--- src/rtl/hazard_stall_ctrl_pkg.sv ---
// Shared encodings for the hazard/stall controller: forward selects, FSM states, register zero.
package hazard_stall_ctrl_pkg;

    localparam logic [1:0] FWD_REG = 2'b00;
    localparam logic [1:0] FWD_MEM = 2'b01;
    localparam logic [1:0] FWD_WB  = 2'b10;

    localparam logic [1:0] RUN     = 2'b00;
    localparam logic [1:0] LDSTALL = 2'b01;
    localparam logic [1:0] MDUWAIT = 2'b10;

    localparam logic [4:0] REG_ZERO = 5'd0;

endpackage

--- src/rtl/hazard_stall_ctrl_if.sv ---
// Pipeline-side bundle seen by the hazard controller: stage register fields in, stall/flush/forward controls out.
interface hazard_stall_ctrl_if;

    logic [4:0] Rs_ID;
    logic [4:0] Rt_ID;
    logic       UseRs_ID;
    logic       UseRt_ID;
    logic       MemToReg_Ex;
    logic       RegWr_Ex;
    logic [4:0] Dst_Ex;
    logic [4:0] Rs_Ex;
    logic [4:0] Rt_Ex;
    logic       RegWr_Mem;
    logic [4:0] Dst_Mem;
    logic       RegWr_Wb;
    logic [4:0] Dst_Wb;
    logic       MduStart_Ex;
    logic       BranchTaken_Ex;
    logic       Jump_Ex;

    logic       PC_Wr;
    logic       stall_IF_ID;
    logic       stall_ID_EX;
    logic       bubble_EX;
    logic       flush_IF_ID;
    logic [1:0] ForwardA;
    logic [1:0] ForwardB;
    logic       mdu_busy;

    modport slave (
        input  Rs_ID, Rt_ID, UseRs_ID, UseRt_ID, MemToReg_Ex, RegWr_Ex, Dst_Ex,
               Rs_Ex, Rt_Ex, RegWr_Mem, Dst_Mem, RegWr_Wb, Dst_Wb,
               MduStart_Ex, BranchTaken_Ex, Jump_Ex,
        output PC_Wr, stall_IF_ID, stall_ID_EX, bubble_EX, flush_IF_ID,
               ForwardA, ForwardB, mdu_busy
    );

    modport master (
        output Rs_ID, Rt_ID, UseRs_ID, UseRt_ID, MemToReg_Ex, RegWr_Ex, Dst_Ex,
               Rs_Ex, Rt_Ex, RegWr_Mem, Dst_Mem, RegWr_Wb, Dst_Wb,
               MduStart_Ex, BranchTaken_Ex, Jump_Ex,
        input  PC_Wr, stall_IF_ID, stall_ID_EX, bubble_EX, flush_IF_ID,
               ForwardA, ForwardB, mdu_busy
    );

endinterface

--- src/rtl/hazard_stall_ctrl_fwd_sel_unit.sv ---
// Forward select for one Ex operand; the younger Mem result wins over Wb, register zero never forwards.
module fwd_sel_unit
    import hazard_stall_ctrl_pkg::*;
(
    input  logic [4:0] reg_ex,
    input  logic       reg_wr_mem,
    input  logic [4:0] dst_mem,
    input  logic       reg_wr_wb,
    input  logic [4:0] dst_wb,
    output logic [1:0] fwd_sel
);

    always_comb begin
        fwd_sel = FWD_REG;
        if (reg_wr_mem && (dst_mem != REG_ZERO) && (dst_mem == reg_ex)) begin
            fwd_sel = FWD_MEM;
        end else if (reg_wr_wb && (dst_wb != REG_ZERO) && (dst_wb == reg_ex)) begin
            fwd_sel = FWD_WB;
        end
    end

endmodule

--- src/rtl/hazard_stall_ctrl.sv ---
// Decode->execute handoff control: load-use bubbles, MDU busy hold, wrong-path flush, operand forwarding.
module hazard_stall_ctrl
    import hazard_stall_ctrl_pkg::*;
#(
    parameter int LOAD_STALL_CYCLES = 1,
    parameter int MDU_LATENCY       = 8,
    parameter int CNT_W             = 5
) (
    input  logic                clk,
    input  logic                rst,
    hazard_stall_ctrl_if.slave  hz
);

    logic [1:0]       state_q, state_d;
    logic [CNT_W-1:0] cnt_q, cnt_d;

    logic loaduse;
    logic redirect;
    logic pc_wr, stall_if_id, stall_id_ex, bubble_ex, flush_if_id, mdu_busy;

    assign loaduse = hz.MemToReg_Ex && hz.RegWr_Ex && (hz.Dst_Ex != REG_ZERO) &&
                     ((hz.UseRs_ID && (hz.Rs_ID == hz.Dst_Ex)) ||
                      (hz.UseRt_ID && (hz.Rt_ID == hz.Dst_Ex)));
    assign redirect = hz.BranchTaken_Ex || hz.Jump_Ex;

    always_comb begin
        state_d     = state_q;
        cnt_d       = cnt_q;
        pc_wr       = 1'b1;
        stall_if_id = 1'b0;
        stall_id_ex = 1'b0;
        bubble_ex   = 1'b0;
        flush_if_id = 1'b0;
        mdu_busy    = 1'b0;
        case (state_q)
            RUN: begin
                if (redirect) begin
                    flush_if_id = 1'b1;
                    bubble_ex   = 1'b1;
                end else if (hz.MduStart_Ex) begin
                    pc_wr       = 1'b0;
                    stall_if_id = 1'b1;
                    stall_id_ex = 1'b1;
                    mdu_busy    = 1'b1;
                    cnt_d       = CNT_W'(MDU_LATENCY - 1);
                    state_d     = MDUWAIT;
                end else if (loaduse) begin
                    pc_wr       = 1'b0;
                    stall_if_id = 1'b1;
                    bubble_ex   = 1'b1;
                    cnt_d       = CNT_W'(LOAD_STALL_CYCLES - 1);
                    if (LOAD_STALL_CYCLES > 1) begin
                        state_d = LDSTALL;
                    end
                end
            end
            LDSTALL: begin
                pc_wr       = 1'b0;
                stall_if_id = 1'b1;
                bubble_ex   = 1'b1;
                cnt_d       = cnt_q - CNT_W'(1);
                if (cnt_q <= CNT_W'(1)) begin
                    cnt_d   = '0;
                    state_d = RUN;
                end
            end
            MDUWAIT: begin
                // cnt==0 is the release cycle: the MDU result is valid and Ex may advance.
                if (cnt_q != '0) begin
                    pc_wr       = 1'b0;
                    stall_if_id = 1'b1;
                    stall_id_ex = 1'b1;
                    mdu_busy    = 1'b1;
                    cnt_d       = cnt_q - CNT_W'(1);
                end else begin
                    state_d = RUN;
                end
            end
            default: begin
                state_d = RUN;
                cnt_d   = '0;
            end
        endcase
    end

    always_ff @(posedge clk) begin
        if (rst) begin
            state_q <= RUN;
            cnt_q   <= '0;
        end else begin
            state_q <= state_d;
            cnt_q   <= cnt_d;
        end
    end

    assign hz.PC_Wr       = pc_wr;
    assign hz.stall_IF_ID = stall_if_id;
    assign hz.stall_ID_EX = stall_id_ex;
    assign hz.bubble_EX   = bubble_ex;
    assign hz.flush_IF_ID = flush_if_id;
    assign hz.mdu_busy    = mdu_busy;

    fwd_sel_unit u_fwd_a (
        .reg_ex     (hz.Rs_Ex),
        .reg_wr_mem (hz.RegWr_Mem),
        .dst_mem    (hz.Dst_Mem),
        .reg_wr_wb  (hz.RegWr_Wb),
        .dst_wb     (hz.Dst_Wb),
        .fwd_sel    (hz.ForwardA)
    );

    fwd_sel_unit u_fwd_b (
        .reg_ex     (hz.Rt_Ex),
        .reg_wr_mem (hz.RegWr_Mem),
        .dst_mem    (hz.Dst_Mem),
        .reg_wr_wb  (hz.RegWr_Wb),
        .dst_wb     (hz.Dst_Wb),
        .fwd_sel    (hz.ForwardB)
    );

endmodule
--- src/flat_wrapper.sv ---
// flat-port wrapper written by rule: the top's interface ports become plain ports
module hazard_stall_ctrl_flat import hazard_stall_ctrl_pkg::*;
#(
    parameter int LOAD_STALL_CYCLES = 1,
    parameter int MDU_LATENCY       = 8,
    parameter int CNT_W             = 5
)
  (clk, rst, hz_Rs_ID, hz_Rt_ID, hz_UseRs_ID, hz_UseRt_ID, hz_MemToReg_Ex, hz_RegWr_Ex, hz_Dst_Ex, hz_Rs_Ex, hz_Rt_Ex, hz_RegWr_Mem, hz_Dst_Mem, hz_RegWr_Wb, hz_Dst_Wb, hz_MduStart_Ex, hz_BranchTaken_Ex, hz_Jump_Ex, hz_PC_Wr, hz_stall_IF_ID, hz_stall_ID_EX, hz_bubble_EX, hz_flush_IF_ID, hz_ForwardA, hz_ForwardB, hz_mdu_busy);
  hazard_stall_ctrl_if hz_i ();
  input  logic clk;
  input  logic rst;
  input wire logic [$bits(hz_i.Rs_ID)-1:0] hz_Rs_ID;
  input wire logic [$bits(hz_i.Rt_ID)-1:0] hz_Rt_ID;
  input wire logic [$bits(hz_i.UseRs_ID)-1:0] hz_UseRs_ID;
  input wire logic [$bits(hz_i.UseRt_ID)-1:0] hz_UseRt_ID;
  input wire logic [$bits(hz_i.MemToReg_Ex)-1:0] hz_MemToReg_Ex;
  input wire logic [$bits(hz_i.RegWr_Ex)-1:0] hz_RegWr_Ex;
  input wire logic [$bits(hz_i.Dst_Ex)-1:0] hz_Dst_Ex;
  input wire logic [$bits(hz_i.Rs_Ex)-1:0] hz_Rs_Ex;
  input wire logic [$bits(hz_i.Rt_Ex)-1:0] hz_Rt_Ex;
  input wire logic [$bits(hz_i.RegWr_Mem)-1:0] hz_RegWr_Mem;
  input wire logic [$bits(hz_i.Dst_Mem)-1:0] hz_Dst_Mem;
  input wire logic [$bits(hz_i.RegWr_Wb)-1:0] hz_RegWr_Wb;
  input wire logic [$bits(hz_i.Dst_Wb)-1:0] hz_Dst_Wb;
  input wire logic [$bits(hz_i.MduStart_Ex)-1:0] hz_MduStart_Ex;
  input wire logic [$bits(hz_i.BranchTaken_Ex)-1:0] hz_BranchTaken_Ex;
  input wire logic [$bits(hz_i.Jump_Ex)-1:0] hz_Jump_Ex;
  output wire logic [$bits(hz_i.PC_Wr)-1:0] hz_PC_Wr;
  output wire logic [$bits(hz_i.stall_IF_ID)-1:0] hz_stall_IF_ID;
  output wire logic [$bits(hz_i.stall_ID_EX)-1:0] hz_stall_ID_EX;
  output wire logic [$bits(hz_i.bubble_EX)-1:0] hz_bubble_EX;
  output wire logic [$bits(hz_i.flush_IF_ID)-1:0] hz_flush_IF_ID;
  output wire logic [$bits(hz_i.ForwardA)-1:0] hz_ForwardA;
  output wire logic [$bits(hz_i.ForwardB)-1:0] hz_ForwardB;
  output wire logic [$bits(hz_i.mdu_busy)-1:0] hz_mdu_busy;
  assign hz_i.Rs_ID = hz_Rs_ID;
  assign hz_i.Rt_ID = hz_Rt_ID;
  assign hz_i.UseRs_ID = hz_UseRs_ID;
  assign hz_i.UseRt_ID = hz_UseRt_ID;
  assign hz_i.MemToReg_Ex = hz_MemToReg_Ex;
  assign hz_i.RegWr_Ex = hz_RegWr_Ex;
  assign hz_i.Dst_Ex = hz_Dst_Ex;
  assign hz_i.Rs_Ex = hz_Rs_Ex;
  assign hz_i.Rt_Ex = hz_Rt_Ex;
  assign hz_i.RegWr_Mem = hz_RegWr_Mem;
  assign hz_i.Dst_Mem = hz_Dst_Mem;
  assign hz_i.RegWr_Wb = hz_RegWr_Wb;
  assign hz_i.Dst_Wb = hz_Dst_Wb;
  assign hz_i.MduStart_Ex = hz_MduStart_Ex;
  assign hz_i.BranchTaken_Ex = hz_BranchTaken_Ex;
  assign hz_i.Jump_Ex = hz_Jump_Ex;
  assign hz_PC_Wr = hz_i.PC_Wr;
  assign hz_stall_IF_ID = hz_i.stall_IF_ID;
  assign hz_stall_ID_EX = hz_i.stall_ID_EX;
  assign hz_bubble_EX = hz_i.bubble_EX;
  assign hz_flush_IF_ID = hz_i.flush_IF_ID;
  assign hz_ForwardA = hz_i.ForwardA;
  assign hz_ForwardB = hz_i.ForwardB;
  assign hz_mdu_busy = hz_i.mdu_busy;
  hazard_stall_ctrl #(.LOAD_STALL_CYCLES(LOAD_STALL_CYCLES), .MDU_LATENCY(MDU_LATENCY), .CNT_W(CNT_W)) u_core (.clk(clk), .rst(rst), .hz(hz_i));
endmodule
--- config.mk ---
export PLATFORM = sky130hd
export DESIGN_NAME = hazard_stall_ctrl_flat
export DESIGN_NICKNAME = d
export VERILOG_FILES = /design/src/rtl/hazard_stall_ctrl_pkg.sv /design/src/rtl/hazard_stall_ctrl_if.sv /design/src/rtl/hazard_stall_ctrl_fwd_sel_unit.sv /design/src/rtl/hazard_stall_ctrl.sv /design/src/flat_wrapper.sv
export SDC_FILE = /design/constraint.sdc
export NUM_CORES = 1
export LEC_CHECK = 0
export CELL_PAD_IN_SITES_DETAIL_PLACEMENT = 0
export CELL_PAD_IN_SITES_GLOBAL_PLACEMENT = 1
export CORE_UTILIZATION = 24
export DETAILED_ROUTE_END_ITERATION = 12
export GPL_TIMING_DRIVEN = 0
export PLACE_DENSITY_LB_ADDON = 0.1
export SYNTH_ARGS = -nofsm -noshare
export SYNTH_HDL_FRONTEND = slang
export SYNTH_SLANG_ARGS = --single-unit
export TNS_END_PERCENT = 100
--- constraint.sdc ---
create_clock -name clk -period 3 [get_ports clk]
set_clock_uncertainty 0.2 [all_clocks]
set_input_delay 0.9 -clock clk [delete_from_list [all_inputs] [get_ports clk]]
set_output_delay 0.9 -clock clk [all_outputs]
set_load 0.1 [all_outputs]
# Word-level counts from Yosys, hierarchy flattened
# Cells that the tools add are included.
dict set report classes {
  add_sub_neg 1
  order_cmp 1
  n_eq_ne 14
  muxes 33
  reduce_logical 20
}
# cell n
set ops {}
lappend ops {{equality test 5 bit} 6}
lappend ops {{2-to-1 mux 5 bit} 5}
lappend ops {{nonzero test 5 bit} 4}
lappend ops {{2-to-1 mux 2 bit} 8}
lappend ops {{case mux 5 bit (3 select lines)} 1}
lappend ops {{2-to-1 mux 1 bit} 14}
lappend ops {{logical AND 1 bit} 11}
lappend ops {{!= test 2 bit, second input constant} 3}
lappend ops {{case mux 1 bit (3 select lines)} 2}
lappend ops {{case mux 2 bit (3 select lines)} 1}
lappend ops {{<= comparator 5 x 1 -> 1 bit, second input constant} 1}
lappend ops {{subtractor 5 x 1 -> 5 bit, second input constant} 1}
lappend ops {{!= test 2 x 1 -> 1 bit, second input constant} 2}
lappend ops {{case mux 1 bit (2 select lines)} 2}
lappend ops {{AND reduction 4 bit} 1}
lappend ops {{!= test 3 x 2 -> 1 bit, second input constant} 1}
lappend ops {{AND reduction 3 bit} 1}
lappend ops {{equality test 2 x 1 -> 1 bit, second input constant} 1}
lappend ops {{equality test 2 bit, second input constant} 1}
lappend ops {{logical NOT 2 bit} 1}
lappend ops {{logical OR 1 bit} 2}
dict set report word_totals {
  register_bits 7
  input_bits 46
  out_inout_bits 10
  elab_cells 71
}

# Logic depth before layout (Yosys ltp)
# Gate-level depths: netlist of run 1.
dict set report logic_depth {
  ltp_word 8
  depth_mapped 9
  depth_no_buf 9
}

# Hierarchy
# From an unflattened synthesis of run 1, not the netlist that was laid out.
dict set report hier_totals {
  cells_unflattened 112
  hier_area_um2 844.6
}
# mod instances cells_each area_each_um2 seq_area_each_um2
set by_module_without_submodules {}
lappend by_module_without_submodules {hazard_stall_ctrl 1 72 541.8 120.1}
lappend by_module_without_submodules {fwd_sel_unit 2 20 151.4 0.0}

# Least setup slack after synthesis of run 1
# Ideal clock, no wire load.
dict set report synth_timing {
  path_type {input to output}
  start {input port hz_Dst_Mem[4]}
  end {output port hz_ForwardA[1]}
  arrival_ns 6.105
  required_ns 1.900
  path_slack_ns -4.205
  stages 4
  n_path_buf 0
  path_cell_list {xnor2_1 > nand3_1 > nor4_1 > nor4_1}
}
dict set report synth_between {
  elab_chain_cells 4
  elab_cells_between_ends 5
  classes_between {1 x eq/ne; 1 x mux; 3 x reduce/logical}
}
# element line_no
set synth_lines {}
lappend synth_lines {{start, declared} flat_wrapper.sv:22} ;# input wire logic [$bits(hz_i.Dst_Mem)-1:0] hz_Dst_Mem;
lappend synth_lines {{nonzero test 5 bit} hazard_stall_ctrl_fwd_sel_unit.sv:15} ;# if (reg_wr_mem && (dst_mem != REG_ZERO) && (dst_mem == reg_ex)) begin
lappend synth_lines {{logical AND 1 bit} hazard_stall_ctrl_fwd_sel_unit.sv:15}
lappend synth_lines {{logical AND 1 bit (*)} hazard_stall_ctrl_fwd_sel_unit.sv:15}
lappend synth_lines {{2-to-1 mux 2 bit (*)} hazard_stall_ctrl_fwd_sel_unit.sv:15}
lappend synth_lines {{end, declared} flat_wrapper.sv:33} ;# output wire logic [$bits(hz_i.ForwardA)-1:0] hz_ForwardA;
# Every way passes the cells marked *; elsewhere a longest branch is shown, timed or not.

# Worst setup path after layout of run 1
dict set report layout_timing {
  start {input port hz_Dst_Mem[3]}
  end {output port hz_ForwardA[1]}
}
# The elaborated chain is that of the path after synthesis.

==> metrics.cfg, run 1 <==
[power]
p_leak_nw = 0.7524
p_per_area_nw_per_um2 = 253.8
ir_drop_v = 0.0001144
p_total_mw = 0.4557

[finish]
syn_to_final_growth_pct = 126.3
multiInputGateArea_um2 = 819.5
final_cell_mix = 17 x buf_4, 14 x xnor2_1, 14 x xor2_1
final_cells = 211
n_antenna_cell = 0
layout.nets = 217
final_common_cell = buf_4
fin_util = 0.5786
drive_above_1_share = 0.4910
regArea_um2 = 120.1
fillCellCount = 301

[setup_path]
worst-path-buf-inv = 3
arrival_ns = 2.32
critPathTopFamily = simple AND/OR/NAND/NOR gates
critPathMaxStageDelay_ns = 0.54
crit_path_end_kind = primary output
reg2reg_from = u_core.cnt_q[0]$_SDFFE_PP0P_
crit_path_cell_trace = buf_8 -> or4_4 -> o21ai_4 -> buf_6 -> nor4_4 -> nor4_4 -> buf_6
critical-path-slowest-cell = or4_4
worstSetupStartpoint = hz_Dst_Mem[3]
crit_required_ns = 1.90
crit_fanout = 2
cp-start-kind = input pin
path_class = input pin to primary output

[detailed_routing]
dr.pass1.iters = 4
final_antenna_net_count = 0
totalWireLength_um = 2645
drc = 0
viasPerCell = 4.517
drt_iter0_markers = 23
vias = 953
wl_per_cell_um = 12.54

[global_routing]
grt_pass1_wl_um = 4057
grt_util_all_layers = 0.1511
grt_pass1_vias = 950
antenna_found_initial = 0
grt_max_degree = 9
overflow = 0

[floorplan]
ios = 56
die_width_um = 59.49
dieArea_um2 = 3539
die_y_um = 59.49
rows = 20
core_um2 = 3103
start_util = 0.2556

[placement]
gp_congestion = 0.7339
place_inst = 189
io_buffers = 55
hpwlAfterDp_um = 2009
pre_cts_ws_ns = -1.814

[clocking]
clkLatencyLatePin_ns = 0.25
clock_path_buffers = 2
hold_buffers = 0
cts_tree = built
clockRootBuffer = clkbuf_4
clk_pin_slew_ns = 0.04
cts_buffers = 3
cts_num_sinks = 6
cts_max_level = 1

[timing]
worstMarginPinSlew_ns = 0.5461
fin_tns_setup_ns = -2.046
maxSlewViolCount = 0
fin_ws_ns = -0.4183
fmax_mhz = 292.5
fin_crit_sh = 1.139
layout_min_cycle_time_ns = 3.418
rsz0062_at_grt = true
finalHoldViolations = 0
max-slew-margin-rel = 0.6376
setup_viol = 7

[logic_synthesis]
synth_area_um2 = 793.3
synth_cell_types = 35
seq_area_frac_synth = 0.1514
avgSynthCellArea_um2 = 8.814
syn_nets = 138
ys_warn_count = 0
synth_cells = 90
ys_seq_elements = 6

[flow_run]
cap_viol_max_count = 0

[outcome]
violations = negative setup slack
status = complete, but fails checks

[worst_hold_path]
worstHoldStart = u_core.cnt_q[1]$_SDFFE_PP0P_
hold_path.class = flip-flop to flip-flop

## Yosys cell counts
library cell / instances / share of area
a22o_1: 2 / 0.022
or3_1: 2 / 0.016
nor3b_2: 1 / 0.016
a221o_1: 1 / 0.013
a22o_2: 1 / 0.013
o22ai_4: 1 / 0.025
a21oi_4: 1 / 0.021
o21ba_4: 1 / 0.021
mux2i_1: 1 / 0.013
o2bb2ai_1: 1 / 0.011
a31oi_1: 1 / 0.0079
a31oi_4: 1 / 0.027
or2_4: 1 / 0.011
o21ai_1: 1 / 0.0063
buf_4: 1 / 0.0095
nor2_1: 4 / 0.019
ha_1: 2 / 0.032
a21oi_1: 1 / 0.0063
xnor2_1: 17 / 0.19
or2b_1: 1 / 0.0095
xor2_1: 14 / 0.15
inv_1: 4 / 0.019
and2b_2: 1 / 0.011
or4_1: 4 / 0.038
a31o_2: 1 / 0.011
nand4_1: 2 / 0.016
o21ai_2: 1 / 0.011
dfxtp_1: 6 / 0.15
nor3b_1: 1 / 0.0095
nor4_1: 5 / 0.039
o21ai_0: 1 / 0.0063
inv_2: 1 / 0.0047
nand2_1: 4 / 0.019
nand3_1: 2 / 0.013
o311a_1: 1 / 0.013
## cell families (layout without fill, tap and decap cells)
logic type / after synthesis / after routing / synth area share
adders and majority gates: 2 / 2 / 0.03154
buffers and inverters: 6 / 83 / 0.03312
and+or+nand+nor: 28 / 28 / 0.2161
muxes: 1 / 1 / 0.01262
DFF: 6 / 6 / 0.1514
xor gates and xnor gates: 31 / 31 / 0.3423
AOI/OAI and AO/OA: 16 / 16 / 0.2129
## metrics by stage
stage / hold slack (ns) / area [um^2]
after floorplan: 0.2658 / 922.1
after global placement: 0.2930 / 1528
after detailed placement: 0.2940 / 1528
after CTS: 0.3040 / 1735
after global routing: 0.3289 / 1795
final: 0.3058 / 1795
## power breakdown
group          total [mW]  switching, mW  leakage, nW  internal (mW)
Sequential         0.0904        0.00589       0.0489         0.0845
Combinational       0.290          0.146        0.690          0.144
Clock              0.0757         0.0303       0.0138         0.0453
Total               0.456          0.182        0.752          0.274
## timing repair
action,in CTS,in global routing
setup buffers,16,5
gates cloned,0,0
gates resized for setup,164,52
endpoints found under the setup margin,10,8
pin swaps,29,22
## metal layers
layer	global-route usage	routed length (um)	vias to the layer above
li1	-	-	481
met1	0.1908	1145	441
met2	0.2761	1371	29
met3	0.02183	118	2
met4	0.01993	10	0
met5	0	0	-
## state kept, by name, indices dropped and copies added (netlist names)
register	count
u_core.cnt_q	5
u_core.state_q	1
## path summary, 6_finish.rpt
| kind | end | slack [ns] | cells past startpoint |
|---|---|---|---|
| worst max register to register | u_core.cnt_q[3]$_SDFFE_PP0P_ | 0.67 | 11 |
| worst max-delay path | hz_ForwardA[1] | -0.42 | 7 |
| worst min register to register | u_core.cnt_q[1]$_SDFFE_PP0P_ | 0.31 | 1 |
| worst min-delay path | u_core.cnt_q[1]$_SDFFE_PP0P_ | 0.31 | 1 |
## area by class of cell
class / instances / share of cell area
inverter: 5 / 0.01324
tap: 44 / 0.03066
sequential: 6 / 0.06690
multi-input combinational: 78 / 0.4564
timing repair buffer: 75 / 0.4202
clock buffer: 3 / 0.01254
(Power assumes the default switching activity.)
==> run 2: changes to the inputs <==
ABC_AREA = 1   (was not set)
CORE_UTILIZATION = 23   (was 24)
==> metrics.cfg, run 2 <==
[timing]
fin_crit_sh = 1.032
maxSlewViolCount = 0
layout_min_cycle_time_ns = 3.097
rsz0062_at_grt = true
worstMarginPinSlew_ns = 0.4846
max-slew-margin-rel = 0.6791
setup_viol = 5
fmax_mhz = 322.9
finalHoldViolations = 0
fin_ws_ns = -0.09687

[logic_synthesis]
synth_cells = 151
synth_top_cells_by_area = nand2_1 16%, dfxtp_1 13%, xnor2_1 12%
avgSynthCellArea_um2 = 6.041
synth_commonest_cells = 38 x nand2_1, 21 x inv_1, 18 x nor2_1, 12 x xnor2_1, 10 x nand3_1
seq_area_frac_synth = 0.1317
ys_seq_elements = 6
synth_area_um2 = 912.1
synth_cell_types = 23
synth_top_area_frac = 0.1564
syn_nets = 199
ys.flop_type = dfxtp_1
ys_async_sr_fraction = 0
ys_warn_count = 0
synth_edf_count = 0
netlist.top_cell.by_area = nand2_1
yosysMostFrequentCell = nand2_1

[detailed_routing]
drt_iter0_markers = 23
wl_per_cell_um = 10.78
totalWireLength_um = 2890
dr.pass1.iters = 4
final_antenna_net_count = 0
viasPerCell = 4.362
vias = 1169
drc = 0

[setup_path]
critical-path-slowest-cell = nor3_4
path_depth = 7
crit_fanout = 2
rr_worst_depth = 11
worst-path-buf-inv = 4
arrival_ns = 2.00
critPathMaxStageDelay_ns = 0.26
cp-start-kind = input pin
reg2reg_from = u_core.cnt_q[0]$_SDFFE_PP0P_
crit_path_cell_trace = buf_8 -> buf_6 -> xnor2_2 -> nand4_1 -> nor3_4 -> buf_12 -> buf_16
crit_required_ns = 1.90
r2r_end = u_core.cnt_q[2]$_SDFFE_PP0P_
critPathTopFamily = buffers and inverters
crit_path_end_kind = primary output
r2r_slack_ns = 1.22
worstSetupStartpoint = hz_Dst_Mem[0]
path_class = input pin to primary output
endpoint = hz_ForwardB[0]

[placement]
gp_congestion = 0.7811
pre_cts_ws_ns = -1.600
dpl_cell_area_um2 = 1697
io_buffers = 55
hpwlAfterDp_um = 2319

[floorplan]
die_y_um = 64.98
start_util = 0.2436
core_um2 = 3744
rows = 22
die_width_um = 64.98
dieArea_um2 = 4222
ios = 56

[global_routing]
grt_util_all_layers = 0.1486
grt_pass1_wl_um = 5009
grt_pass1_vias = 1192
antenna_found_initial = 0
overflow = 0
grt_max_degree = 7

[power]
ir_drop_v = 0.0001804
p_leak_nw = 0.9113
pwr-share-comb = 0.580
clkPwrFrac = 0.238
intPower_mw = 0.3049
pwr-share-seq = 0.182
netSwitchingFraction = 0.3995
p_per_area_nw_per_um2 = 270.2
p_sw_mw = 0.2028

[clocking]
clkLatencyLatePin_ns = 0.22
cts_max_level = 1
cts_num_sinks = 6
clockRootBuffer = clkbuf_8
cts_buffers = 3
clk_pin_slew_ns = 0.03
cts_tree = built
clock_path_buffers = 2

[finish]
regMostFlops = u_core.cnt_q
reg_top3 = u_core.cnt_q: 5 flops, u_core.state_q: 1 flops
largest_register_ffs = 5
drive_above_1_share = 0.4682
n_antenna_cell = 0
final_common_cell = nand2_1
syn_to_final_growth_pct = 106.0
final_cell_mix = 32 x nand2_1, 13 x nor2_1
final_area_um2 = 1879
layout.nets = 270

[worst_hold_path]
worstHoldStart = u_core.cnt_q[1]$_SDFFE_PP0P_
hold_path.class = flip-flop to flip-flop

[outcome]
violations = negative setup slack
status = complete, but fails checks

[flow_run]
cap_viol_max_count = 0

-- run 2: changes by cell type after synthesis, sizes merged, moves of 3 or more --
cell,before,now
nand4,2,6
nor3,0,6
inv,5,25
nand2,4,42
nor4,5,0
or4,4,0
nor2,4,19
xor2,14,9
a22o,3,0
xnor2,17,12
nand3,2,10
-- run 2: routing by layer --
metal | routed length [um] | share of wire | up-vias | track usage
li1 | - | - | 613 | -
met5 | 0 | 0 | - | 0
met4 | 17 | 0.0059 | 0 | 0.03333
met2 | 1488 | 0.51 | 37 | 0.2799
met1 | 1226 | 0.42 | 516 | 0.1767
met3 | 158 | 0.055 | 3 | 0.01585
-- run 2: logic make-up after synthesis --
group | share of synthesized area
xor+xnor | 0.2017
fa+ha+maj | 0.02743
flops | 0.1317
simple gates | 0.4444
compound gates | 0.08367
buf+inv | 0.1111
-- run 2: power by group through the flow --
| stage | logic [mW] | clock network (mW) | registers (mW) |
|---|---|---|---|
| CTS | 0.290 | 0.123 | 0.0924 |
| global placement | 0.269 | 0 | 0.0935 |
| global route | 0.317 | 0.128 | 0.0933 |
| floorplan | 0.163 | 0 | 0.0921 |
| detailed placement | 0.273 | 0 | 0.0935 |
| finish | 0.294 | 0.121 | 0.0924 |
-- run 2: final cells by class --
class	instances	area (um^2)
timing repair buffer	67	656.9
multi-input combinational	119	868.3
clock buffer	3	41.29
inverter	25	132.6
fill	381	1864
tap	48	60.06
sequential	6	120.1
-- run 2: tightest hold or removal path: stages (launching register included) --
cell     delay [ns]
dfxtp_1        0.32
nand3_1        0.08
nand2_1        0.04
-- run 2: worst min path at each step --
stage,end,slack [ns],cells past startpoint
floorplan,u_core.cnt_q[1]$_SDFFE_PP0P_,0.26,2
global route,u_core.cnt_q[1]$_SDFFE_PP0P_,0.33,2
finish,u_core.cnt_q[1]$_SDFFE_PP0P_,0.28,2
global placement,u_core.cnt_q[1]$_SDFFE_PP0P_,0.28,2
CTS,u_core.cnt_q[1]$_SDFFE_PP0P_,0.29,2
detailed placement,u_core.cnt_q[1]$_SDFFE_PP0P_,0.28,2
-- run 2: through the flow --
stage | instances | hold slack, ns | setup TNS [ns] | util | power (mW)
finish | 268 | 0.2846 | -0.3166 | 0.5020 | 0.5078
global route | 268 | 0.3330 | -0.5954 | 0.5020 | 0.5382
CTS | 267 | 0.2861 | -0.6067 | 0.4970 | 0.5053
detailed placement | 254 | 0.2803 | -13.54 | 0.4532 | 0.3663
global placement | 254 | 0.2782 | -13.46 | 0.4532 | 0.3621
floorplan | 151 | 0.2583 | -1.424 | - | 0.2552
-- run 2: repair_timing --
item,in CTS,in global routing
buffers inserted,10,2
hold buffers,0,0
resized for setup,211,47
endpoints found under the hold margin,0,0
pin swaps,38,32
endpoints found under the setup margin,10,8
==> run 3: changes to the inputs <==
SYNTH_HIERARCHICAL = 1   (was not set)
==> metrics.cfg, run 3 <==
[placement]
io_buffers = 55
gp_congestion = 0.7162
hpwlAfterDp_um = 2555

[global_routing]
antenna_found_initial = 0
grt_util_all_layers = 0.1485
grt_pass1_vias = 1285
grt_max_degree = 9
grt_pass1_wl_um = 5271
overflow = 0

[detailed_routing]
wl_per_cell_um = 9.890
top_layer = met3
drt-met1-wl_um = 1423
totalWireLength_um = 3234
viasPerCell = 4.297
wl_met2_um = 1549
route.met3.wl_um = 261
vias = 1405
drc = 0
dr.pass1.iters = 4
drt_iter0_markers = 27
final_antenna_net_count = 0

[finish]
final_common_cell = nand2_1
final_cell_mix = 69 x nand2_1, 28 x inv_1, 17 x nor2_1
layout.nets = 326
largest_register_ffs = 5
regMostFlops = u_core/cnt_q
multiInputGateArea_um2 = 848.3
reg_top3 = u_core/cnt_q: 5 flops, u_core/state_q: 1 flops
drive_above_1_share = 0.4260
syn_to_final_growth_pct = 84.51
fillCellCount = 488
regArea_um2 = 120.1
n_antenna_cell = 0

[setup_path]
critPathMaxStageDelay_ns = 0.21
reg2reg_from = u_core/cnt_q[0]$_SDFFE_PP0P_
worst-path-buf-inv = 3
cp-start-kind = input pin
arrival_ns = 1.91
endpoint = hz_bubble_EX
timing.critical_path.mode_cell = nand2_2
r2r_slack_ns = 1.04
path_class = input pin to primary output
critical-path-slowest-cell = o31ai_4
crit_path_end_kind = primary output
rr_worst_depth = 12
critPathTopFamily = simple AND/OR/NAND/NOR gates
path_depth = 10
crit_required_ns = 1.90
crit_path_cell_trace = buf_8 -> inv_4 -> nand2_2 -> nand2_2 -> nor2_2 -> nand3_1 -> nand2_1 -> nand2_2 -> o31ai_4 -> buf_12
worstSetupStartpoint = hz_Dst_Ex[4]
crit_fanout = 3
r2r_end = u_core/cnt_q[3]$_SDFFE_PP0P_

[floorplan]
die_y_um = 68.79
dieArea_um2 = 4732
start_util = 0.2476
die_width_um = 68.79
core_um2 = 4144
ios = 56
rows = 23

[logic_synthesis]
synth_top_area_frac = 0.2780
netlist.top_cell.by_area = nand2_1
syn_nets = 259
seq_area_frac_synth = 0.1171
synth_cell_types = 22
synth_commonest_cells = 76 x nand2_1, 39 x inv_1, 27 x nor2_1, 14 x nand3_1, 10 x inv_2
synth_cells = 212
ys_async_sr_fraction = 0
synth_edf_count = 0
synth_area_um2 = 1026
avgSynthCellArea_um2 = 4.840
synth_top_cells_by_area = nand2_1 28%, inv_1 14%, dfxtp_1 12%
ys_seq_elements = 6
ys_warn_count = 6
yosysMostFrequentCell = nand2_1
ys.flop_type = dfxtp_1

[power]
ir_drop_v = 0.0001946
p_leak_nw = 1.032
p_total_mw = 0.4898
p_per_area_nw_per_um2 = 258.7

[flow_run]
cap_viol_max_count = 0

[clocking]
cts_num_sinks = 6
clockRootBuffer = clkbuf_8
cts_buffers = 3
hold_buffers = 0
cts_tree = built
clk_pin_slew_ns = 0.04
cts_max_level = 1
clock_path_buffers = 2
clkLatencyLatePin_ns = 0.22

[timing]
layout_min_cycle_time_ns = 3.008
maxSlewViolCount = 0
setup_viol = 1
fin_tns_setup_ns = -0.008402
fin_crit_sh = 1.003
whs_ns = 0.2628
rsz0062_at_grt = true
worstMarginPinSlew_ns = 0.5423
fin_ws_ns = -0.008402
max-slew-margin-rel = 0.6401
fmax_mhz = 332.4
finalHoldViolations = 0

[outcome]
violations = negative setup slack
status = complete, but fails checks

[worst_hold_path]
hold_path.class = flip-flop to flip-flop

run 3: cell count changes in the layout (fill, tap and decap cells not counted), moves of 5 or more:
| cell | change |
|---|---|
| xnor2_1 | -5 |
| inv_1 | +17 |
| xnor2_2 | -7 |
| buf_2 | +5 |
| inv_2 | +9 |
| clkbuf_2 | -6 |
| nor2_2 | +9 |
| xor2_1 | -6 |
| nand2_1 | +37 |
| nand2_2 | +8 |
| o21ai_0 | +5 |
| nand4_1 | -5 |
run 3: logic make-up (layout without fill, tap and decap cells):
group	Yosys count	after routing	synth area share
AOI/OAI and AO/OA	18	18	0.1024
xor gates and xnor gates	3	3	0.02561
and+or+nand+nor	134	134	0.5561
DFF	6	6	0.1171
adders and majority gates	1	1	0.01219
buffers and inverters	50	115	0.1866
run 3: worst min path at each step:
stage,start,endpoint,slack [ns],depth (start not counted)
6_report,u_core/cnt_q[2]$_SDFFE_PP0P_,u_core/cnt_q[2]$_SDFFE_PP0P_,0.26,2
5_1_grt,u_core/cnt_q[2]$_SDFFE_PP0P_,u_core/cnt_q[2]$_SDFFE_PP0P_,0.28,2
4_1_cts,u_core/cnt_q[2]$_SDFFE_PP0P_,u_core/cnt_q[2]$_SDFFE_PP0P_,0.26,2
3_5_place_dp,u_core/cnt_q[2]$_SDFFE_PP0P_,u_core/cnt_q[2]$_SDFFE_PP0P_,0.26,2
3_3_place_gp,u_core/cnt_q[2]$_SDFFE_PP0P_,u_core/cnt_q[2]$_SDFFE_PP0P_,0.26,2
2_1_floorplan,u_core/cnt_q[2]$_SDFFE_PP0P_,u_core/cnt_q[2]$_SDFFE_PP0P_,0.25,2
run 3: worst register-to-register path: stages (launching register included):
cell and delay, ns:
dfxtp_1 0.30, inv_1 0.09, ha_1 0.21, nand3_1 0.09
nor3_1 0.29, nor2_4 0.05, buf_4 0.14, nand2_4 0.08
buf_4 0.11, buf_4 0.14, nand2_1 0.06, nand2_1 0.05
nor2_1 0.04
run 3: through the flow:
stage                     instance area [um^2]  std cells    util  worst slack (ns)
after floorplan                           1109        212       -           -0.3432
after global placement                    1722        317  0.4155            -1.446
after detailed placement                  1722        317  0.4155            -1.435
after CTS                                 1878        326  0.4532          -0.06948
after global routing                      1893        327  0.4568          -0.06826
final                                     1893        327  0.4568         -0.008402
run 3: per-layer routing:
| metal | up-vias | global-route usage |
|---|---|---|
| li1 | 769 | - |
| met3 | 0 | 0.03618 |
| met5 | - | 0 |
| met4 | 0 | 0.01531 |
| met2 | 40 | 0.2757 |
| met1 | 596 | 0.1764 |
run 3: cell type report:
cell class                      count  area share
Inverter                           49      0.1084
Sequential cell                     6     0.06345
Timing Repair Buffer               63      0.3252
Multi-Input combinational cell    156      0.4481
Tap cell                           50     0.03305
Clock buffer                        3     0.02181
run 3: where the power goes:
group          internal (mW)  switching, mW  leakage (nW)  total (mW)
sequential            0.0853        0.00305        0.0491      0.0884
combinational          0.117          0.165         0.961       0.282
clock                 0.0861         0.0335        0.0216       0.120
total                  0.288          0.202          1.03       0.490
run 3: repair_timing:
action	in CTS	in global routing
gates resized for setup	235	46
cloned	0	0
setup buffers	7	1
setup endpoints to repair	10	8
pin swaps	49	41
